$ cat src/rtl/mem_pkg.sv
// Shared types and helpers for the MEM-stage store path.
//
// Contents:
//   mem_size_e  - access size decoded from the pipeline byte/half flags
//   st_entry_t  - one queued store: word address, lane-replicated data, byte enables
//   BE_*        - byte-enable patterns for a lane-0 access of each size
//   lane_be     - byte enables for a size at a given byte offset
//   lane_wdata  - right-justified data replicated across all byte lanes
//   misaligned  - natural-alignment check (byte accesses are never misaligned)

package mem_pkg;

  // Widest byte address a store entry can carry; the top truncates to its ADDR_W.
  localparam int unsigned ST_ADDR_W = 32;

  typedef enum logic [1:0] {
    SZ_BYTE,
    SZ_HALF,
    SZ_WORD
  } mem_size_e;

  typedef struct packed {
    logic [ST_ADDR_W-1:0] addr;
    logic [31:0]          wdata;
    logic [3:0]           be;
  } st_entry_t;

  localparam logic [3:0] BE_BYTE = 4'b0001;
  localparam logic [3:0] BE_HALF = 4'b0011;
  localparam logic [3:0] BE_WORD = 4'hF;

  function automatic logic [3:0] lane_be(input mem_size_e size, input logic [1:0] a);
    logic [3:0] be;
    case (size)
      SZ_BYTE: be = BE_BYTE << a;
      SZ_HALF: be = BE_HALF << {a[1], 1'b0};
      default: be = BE_WORD;
    endcase
    return be;
  endfunction

  function automatic logic [31:0] lane_wdata(input mem_size_e size, input logic [31:0] d);
    logic [31:0] w;
    case (size)
      SZ_BYTE: w = {4{d[7:0]}};
      SZ_HALF: w = {2{d[15:0]}};
      default: w = d;
    endcase
    return w;
  endfunction

  function automatic logic misaligned(input mem_size_e size, input logic [1:0] a);
    logic m;
    case (size)
      SZ_HALF: m = a[0];
      SZ_WORD: m = (a != 2'b00);
      default: m = 1'b0;
    endcase
    return m;
  endfunction

endpackage

$ cat src/rtl/store_fifo.sv
// Generic in-order synchronous FIFO of st_entry_t.
//
// Parameters:
//   DEPTH  number of entries (power of 2, >= 2) so pointers wrap naturally
//
// Ports:
//   clk       rising-edge clock
//   rst_n     synchronous active-low reset; clears pointers and count
//   push      write wr_entry at the tail (ignored when full)
//   wr_entry  entry to write
//   pop       retire the head entry (ignored when empty)
//   full      count == DEPTH
//   empty     count == 0
//   head      entry at the read pointer (undefined content when empty)

module store_fifo
  import mem_pkg::*;
#(
  parameter int unsigned DEPTH = 2
) (
  input  logic      clk,
  input  logic      rst_n,
  input  logic      push,
  input  st_entry_t wr_entry,
  input  logic      pop,
  output logic      full,
  output logic      empty,
  output st_entry_t head
);

  localparam int unsigned PTR_W = $clog2(DEPTH);
  localparam int unsigned CNT_W = $clog2(DEPTH + 1);

  st_entry_t        mem_q [DEPTH];
  logic [PTR_W-1:0] wr_ptr_q, wr_ptr_d;
  logic [PTR_W-1:0] rd_ptr_q, rd_ptr_d;
  logic [CNT_W-1:0] count_q, count_d;
  logic             do_push;
  logic             do_pop;

  assign full    = (count_q == CNT_W'(DEPTH));
  assign empty   = (count_q == '0);
  assign do_push = push && !full;
  assign do_pop  = pop && !empty;
  assign head    = mem_q[rd_ptr_q];

  always_comb begin
    wr_ptr_d = wr_ptr_q;
    rd_ptr_d = rd_ptr_q;
    count_d  = count_q;
    if (do_push) begin
      wr_ptr_d = wr_ptr_q + PTR_W'(1);
    end
    if (do_pop) begin
      rd_ptr_d = rd_ptr_q + PTR_W'(1);
    end
    case ({do_push, do_pop})
      2'b10:   count_d = count_q + CNT_W'(1);
      2'b01:   count_d = count_q - CNT_W'(1);
      default: count_d = count_q;
    endcase
  end

  always_ff @(posedge clk) begin
    if (!rst_n) begin
      wr_ptr_q <= '0;
      rd_ptr_q <= '0;
      count_q  <= '0;
    end else begin
      wr_ptr_q <= wr_ptr_d;
      rd_ptr_q <= rd_ptr_d;
      count_q  <= count_d;
    end
  end

  // Payload storage needs no reset: it is only observed through a valid count.
  always_ff @(posedge clk) begin
    if (do_push) begin
      mem_q[wr_ptr_q] <= wr_entry;
    end
  end

endmodule

$ cat src/rtl/store_align_buffer.sv
// MEM-stage store path: lane replication, byte-enable generation, an in-order
// store buffer and a req/gnt issue port toward data memory.
//
// Optional feature macro: STORE_MISALIGN_TRAP_EN
//   defined   - misaligned half/word stores are accepted but dropped, and raise a
//               one-cycle misalign_exc pulse with the address latched in exc_addr
//   undefined - no alignment check; word ignores a[1:0], half ignores a[0];
//               misalign_exc and exc_addr are tied to 0
//
// Parameters:
//   DEPTH   buffer entries (power of 2, >= 2)
//   ADDR_W  byte-address width (<= 32)
//
// Ports:
//   clk, rst_n          clock, synchronous active-low reset
//   st_valid/st_ready   store request handshake (st_ready = !full, from state)
//   st_byte, st_half    size select; byte wins, neither means word
//   st_addr, st_data    byte address, right-justified data
//   mem_req/mem_gnt     head-entry issue handshake
//   mem_addr            word-aligned address of the head entry
//   mem_wdata, mem_be   lane-replicated data, byte enables (0 when idle)
//   busy                buffer non-empty
//   misalign_exc        misaligned store trap pulse
//   exc_addr            faulting address, held until the next trap

module store_align_buffer
  import mem_pkg::*;
#(
  parameter int unsigned DEPTH  = 2,
  parameter int unsigned ADDR_W = 32
) (
  input  logic              clk,
  input  logic              rst_n,
  input  logic              st_valid,
  output logic              st_ready,
  input  logic              st_byte,
  input  logic              st_half,
  input  logic [ADDR_W-1:0] st_addr,
  input  logic [31:0]       st_data,
  output logic              mem_req,
  input  logic              mem_gnt,
  output logic [ADDR_W-1:0] mem_addr,
  output logic [31:0]       mem_wdata,
  output logic [3:0]        mem_be,
  output logic              busy,
  output logic              misalign_exc,
  output logic [ADDR_W-1:0] exc_addr
);

  mem_size_e size;
  st_entry_t wr_entry;
  st_entry_t head;
  logic      accept;
  logic      push;
  logic      pop;
  logic      full;
  logic      empty;

  always_comb begin
    if (st_byte) begin
      size = SZ_BYTE;
    end else if (st_half) begin
      size = SZ_HALF;
    end else begin
      size = SZ_WORD;
    end
  end

  always_comb begin
    wr_entry       = '0;
    wr_entry.addr  = ST_ADDR_W'({st_addr[ADDR_W-1:2], 2'b00});
    wr_entry.wdata = lane_wdata(size, st_data);
    wr_entry.be    = lane_be(size, st_addr[1:0]);
  end

  // st_ready comes straight from the registered count, so a pop in the same
  // cycle never frees a slot early: there is no full-bypass path.
  assign st_ready = !full;
  assign accept   = st_valid && st_ready;
  assign pop      = mem_req && mem_gnt;

`ifdef STORE_MISALIGN_TRAP_EN
  logic              trap;
  logic              exc_q;
  logic [ADDR_W-1:0] exc_addr_q;

  // A trapping store still consumes the handshake so the producer moves on.
  assign trap = accept && misaligned(size, st_addr[1:0]);
  assign push = accept && !trap;

  always_ff @(posedge clk) begin
    if (!rst_n) begin
      exc_q      <= 1'b0;
      exc_addr_q <= '0;
    end else begin
      exc_q <= trap;
      if (trap) begin
        exc_addr_q <= st_addr;
      end
    end
  end

  assign misalign_exc = exc_q;
  assign exc_addr     = exc_addr_q;
`else
  assign push         = accept;
  assign misalign_exc = 1'b0;
  assign exc_addr     = '0;
`endif

  store_fifo #(
    .DEPTH(DEPTH)
  ) u_store_fifo (
    .clk     (clk),
    .rst_n   (rst_n),
    .push    (push),
    .wr_entry(wr_entry),
    .pop     (pop),
    .full    (full),
    .empty   (empty),
    .head    (head)
  );

  // Everything toward memory comes from FIFO state only, so st_* never reaches
  // mem_* combinationally and the head stays stable until granted.
  assign mem_req   = !empty;
  assign busy      = !empty;
  assign mem_addr  = head.addr[ADDR_W-1:0];
  assign mem_wdata = head.wdata;
  assign mem_be    = empty ? 4'h0 : head.be;

endmodule

$ cat config.mk
export PLATFORM = sky130hd
export DESIGN_NAME = store_align_buffer
export DESIGN_NICKNAME = d
export VERILOG_FILES = /design/src/rtl/mem_pkg.sv /design/src/rtl/store_fifo.sv /design/src/rtl/store_align_buffer.sv
export SDC_FILE = /design/constraint.sdc
export NUM_CORES = 1
export LEC_CHECK = 0
export CAP_MARGIN = 20
export CORE_UTILIZATION = 45
export CTS_CLUSTER_DIAMETER = 40
export DETAILED_ROUTE_END_ITERATION = 16
export GPL_TIMING_DRIVEN = 0
export PLACE_DENSITY = 0.82
export RECOVER_POWER = 50
export SYNTH_ARGS = -nofsm -noshare
export SYNTH_HDL_FRONTEND = slang
export SYNTH_SLANG_ARGS = --single-unit
$ cat constraint.sdc
create_clock -name clk -period 2.8 [get_ports clk]
set_input_delay 0.28 -clock clk [delete_from_list [all_inputs] [get_ports clk]]
set_output_delay 0.28 -clock clk [all_outputs]
set_load 0.03 [all_outputs]
==> results.md <==
| Metric | This run |
|---|---|
| Outcome | finished, violations left |
| Violated checks | max-capacitance violations, max-slew violations |
| Required time of the critical path | 2.52 ns |
| Clock-pin slew reported for the worst setup and hold paths after clock tree synthesis | 0.05 ns |
| R2r startpoint | u_store_fifo.count_q[0]$_SDFFE_PN0P_ |
| Antenna Diode Count | 0 |
| Fraction of registers with async set or reset after synthesis | 0 |
| Achievable Freq | 392 MHz |
| Worst clock skew | 0.00335 ns |
| Average cell area after synthesis | 17.0 um^2 |
| Clock root cell | clkbuf_16 |
| Top cells by area, synth | edfxtp_1 70%, mux2_2 14%, buf_4 5.3%, mux2i_1 2.1%, dfxtp_1 1.8% |
| Area fraction of the dominant cell type after synthesis | 0.701 |
| CP Data Arrival Time | 2.27 ns |
| Total number of vias | 3282 |
| Cell leakage power | 2.95 nW |
| Overall power of the completed layout | 7.57 mW |
| Post-synthesis instance area | 5650 um^2 |
| Time the worst path needs with I/O delays and setup | 2.55 ns |
| Total of flip-flops plus latches after synthesis | 137 |
| Iteration count of the initial detailed-routing pass | 4 |
| Slew of the pin with the lowest slew margin | 1.75 ns |
| Number of maximum-capacitance violations | 1 |
| Routed via count divided by cell count | 4.67 |
| Number of global-route vias before repair | 3362 |
| EDFF count, synth | 132 |
| Top fanout value on the critical path | 10 |
| Setup repair after global routing missed its margin | no |
| Maximum level of the CTS H-tree | 4 |
| Post-CTS repair timing setup buffer count | 0 |
| Top-level port count | 174 |
| CTS hold repair buffers | 0 |
| Final routed wire length divided by cell count | 16.3 um |
| Total congestion overflow | 0 |
| Number of rows created at floorplan | 40 |
| Total of cells resized after clock tree synthesis | 0 |
| Cell count of the worst reg-to-reg path | 3 |
| CTS tree | yes |
| Count of port buffers added during placement | 137 |
| Overall routing resource usage | 0.180 |
| Area of the die | 13000 um^2 |
| Placeable core region | 12100 um^2 |
| Number of max-slew violations in the final report | 67 |
| DIE WIDTH | 114 um |
| Fraction of the yosys area taken by sequential cells | 0.719 |
| Commonest non-fill, non-tap cells in the layout | 132 x edfxtp_1, 98 x clkdlybuf4s50_1, 62 x mux2_2 |
| End of the worst register-to-register path | u_store_fifo.mem_q[1][36]$_DFFE_PP_ |
| Maximum number of pins on one net before global-route repair | 67 |
| Final Cycle Share | 0.912 |
| Leading cell type in the layout, fill and taps excluded | edfxtp_1 |
| Min-delay src | st_half |
| Commonest register cell after synthesis | edfxtp_1 |
| Clk sink count | 137 |
| Yosys warnings | 0 |
| Effective utilization at floorplan | 0.467 |
| Hold-critical path depth | 3 |
| Final HPWL from detailed placement | 7.59 mm |
| Worst Hold Path EP | u_store_fifo.mem_q[1][1]$_DFFE_PP_ |
| DRC violation count after routing | 0 |
| Areal power density over the cells | 955 nW/um^2 |
| Placer Congestion | 0.726 |
| Gate Count Post-Synth | 332 |
| Max Buffers Root-to-Sink | 2 |
| Minimum hold slack | 0.419 ns |
| Layout cells sized above 1 | 0.254 |
| Worst Setup Start Kind | flop |
| Height of the die | 114 um |
| Total detailed-routing wirelength | 11.4 mm |
| Worst skew pair latency | 0.41 ns |
| Layout filler cell count | 897 |
| Global-route wire length before repair | 17.0 mm |
| Path category of the worst min-delay check | primary input to flop |
| Antenna violations before repair | 0 |
| Library cell with the largest summed area after synthesis | edfxtp_1 |
| DR iter-0 viols | 139 |
| Worst vdd ir | 0.490 mV |
| Net total in the final layout | 594 |
| Number of distinct library cells after synthesis | 28 |
| P&R area growth vs syn | 40.3% |
| Final hold viol count | 0 |
| Type of element capturing the critical path | output pin |
| Number of routed nets with antenna violations | 0 |
| Final number of setup-violating endpoints | 0 |
| Headroom to the max-slew limit | -0.165 |
| Clock buffers created by TritonCTS | 17 |
| Worst reg-to-reg setup slack | 0.25 ns |
| Critical path start-end classification | flop to output pin |
## critical path, stage by stage, from the launching register on
cell             delay (ns)
dfxtp_1                0.33
buf_2                  0.29
buf_4                  0.27
mux2_2                 0.36
clkdlybuf4s50_1        0.62
## power breakdown
part,internal [mW],switching [mW]
clock network,1.37,0.775
logic,1.18,1.55
registers,2.61,0.0802
total,5.17,2.40
## sequential cells by signal, indices dropped and copies added (netlist names), named ones only
register / count
u_store_fifo.count_q: 2
u_store_fifo.mem_q: 132
u_store_fifo.rd_ptr_q: 1
u_store_fifo.wr_ptr_q: 1
## cells by family (layout without fill, tap and decap cells)
logic type,after synthesis,after routing,share of synthesized area
xor+xnor,3,3,0.00465
simple gates,26,26,0.0219
flops,137,137,0.719
other cells,1,35,0.000664
buf+inv,58,227,0.0673
fa+ha+maj,1,1,0.00221
compound gates,24,24,0.0235
mux,82,82,0.161
## per-stage QoR
stage / instance area, um^2 / utilization / cells / setup WS (ns) / setup TNS [ns]
CTS: 7960 / 0.657 / 703 / 0.169 / 0
detailed placement: 7400 / 0.611 / 672 / 0.625 / 0
floorplan: 5780 / - / 366 / 0.184 / 0
global route: 7930 / 0.655 / 703 / 0.0911 / 0
finish: 7930 / 0.655 / 703 / 0.248 / 0
global placement: 7360 / 0.608 / 671 / -0.538 / -35.23
## worst max-delay path by stage
| stage | startpoint | endpoint | slack (ns) | cells after the start |
|---|---|---|---|---|
| after floorplan | u_store_fifo.count_q[0]$_SDFFE_PN0P_ | u_store_fifo.mem_q[0][0]$_DFFE_PP_ | 0.18 | 3 |
| after global placement | st_valid | u_store_fifo.mem_q[0][52]$_DFFE_PP_ | -0.54 | 3 |
| after detailed placement | flop | mem_wdata[27] | 0.63 | 4 |
| after CTS | flop | mem_wdata[27] | 0.17 | 4 |
| after global routing | u_store_fifo.count_q[0]$_SDFFE_PN0P_ | u_store_fifo.mem_q[1][36]$_DFFE_PP_ | 0.09 | 3 |
| final | flop | mem_wdata[27] | 0.25 | 4 |
## cell type report
type / count / area, um^2 / area share
Sequential cell: 137 / 4060 / 0.512
Timing Repair Buffer: 138 / 1380 / 0.174
Multi-Input combinational cell: 171 / 1330 / 0.168
Clock buffer: 19 / 433 / 0.0546
Buffer: 47 / 338 / 0.0426
Tap cell: 168 / 210 / 0.0265
Clock inverter: 12 / 133 / 0.0167
Inverter: 11 / 43.8 / 0.00552
## routing by layer
metal,vias to the layer above,track usage,part of all wire
li1,1555,-,-
met1,1551,0.205,0.40
met2,156,0.303,0.49
met3,20,0.0630,0.088
met4,0,0.0866,0.020
met5,-,0,0
## cell usage after synthesis, types with 2 or more instances
library cell,n
edfxtp_1,132
and2_1,3
buf_2,4
nor2_1,7
a21oi_1,2
inv_1,11
nand2_1,9
dfxtp_1,5
mux2_2,70
clkbuf_1,2
xnor2_1,3
o21ai_0,18
mux2i_1,12
buf_4,40
(Power assumes the default switching activity.)
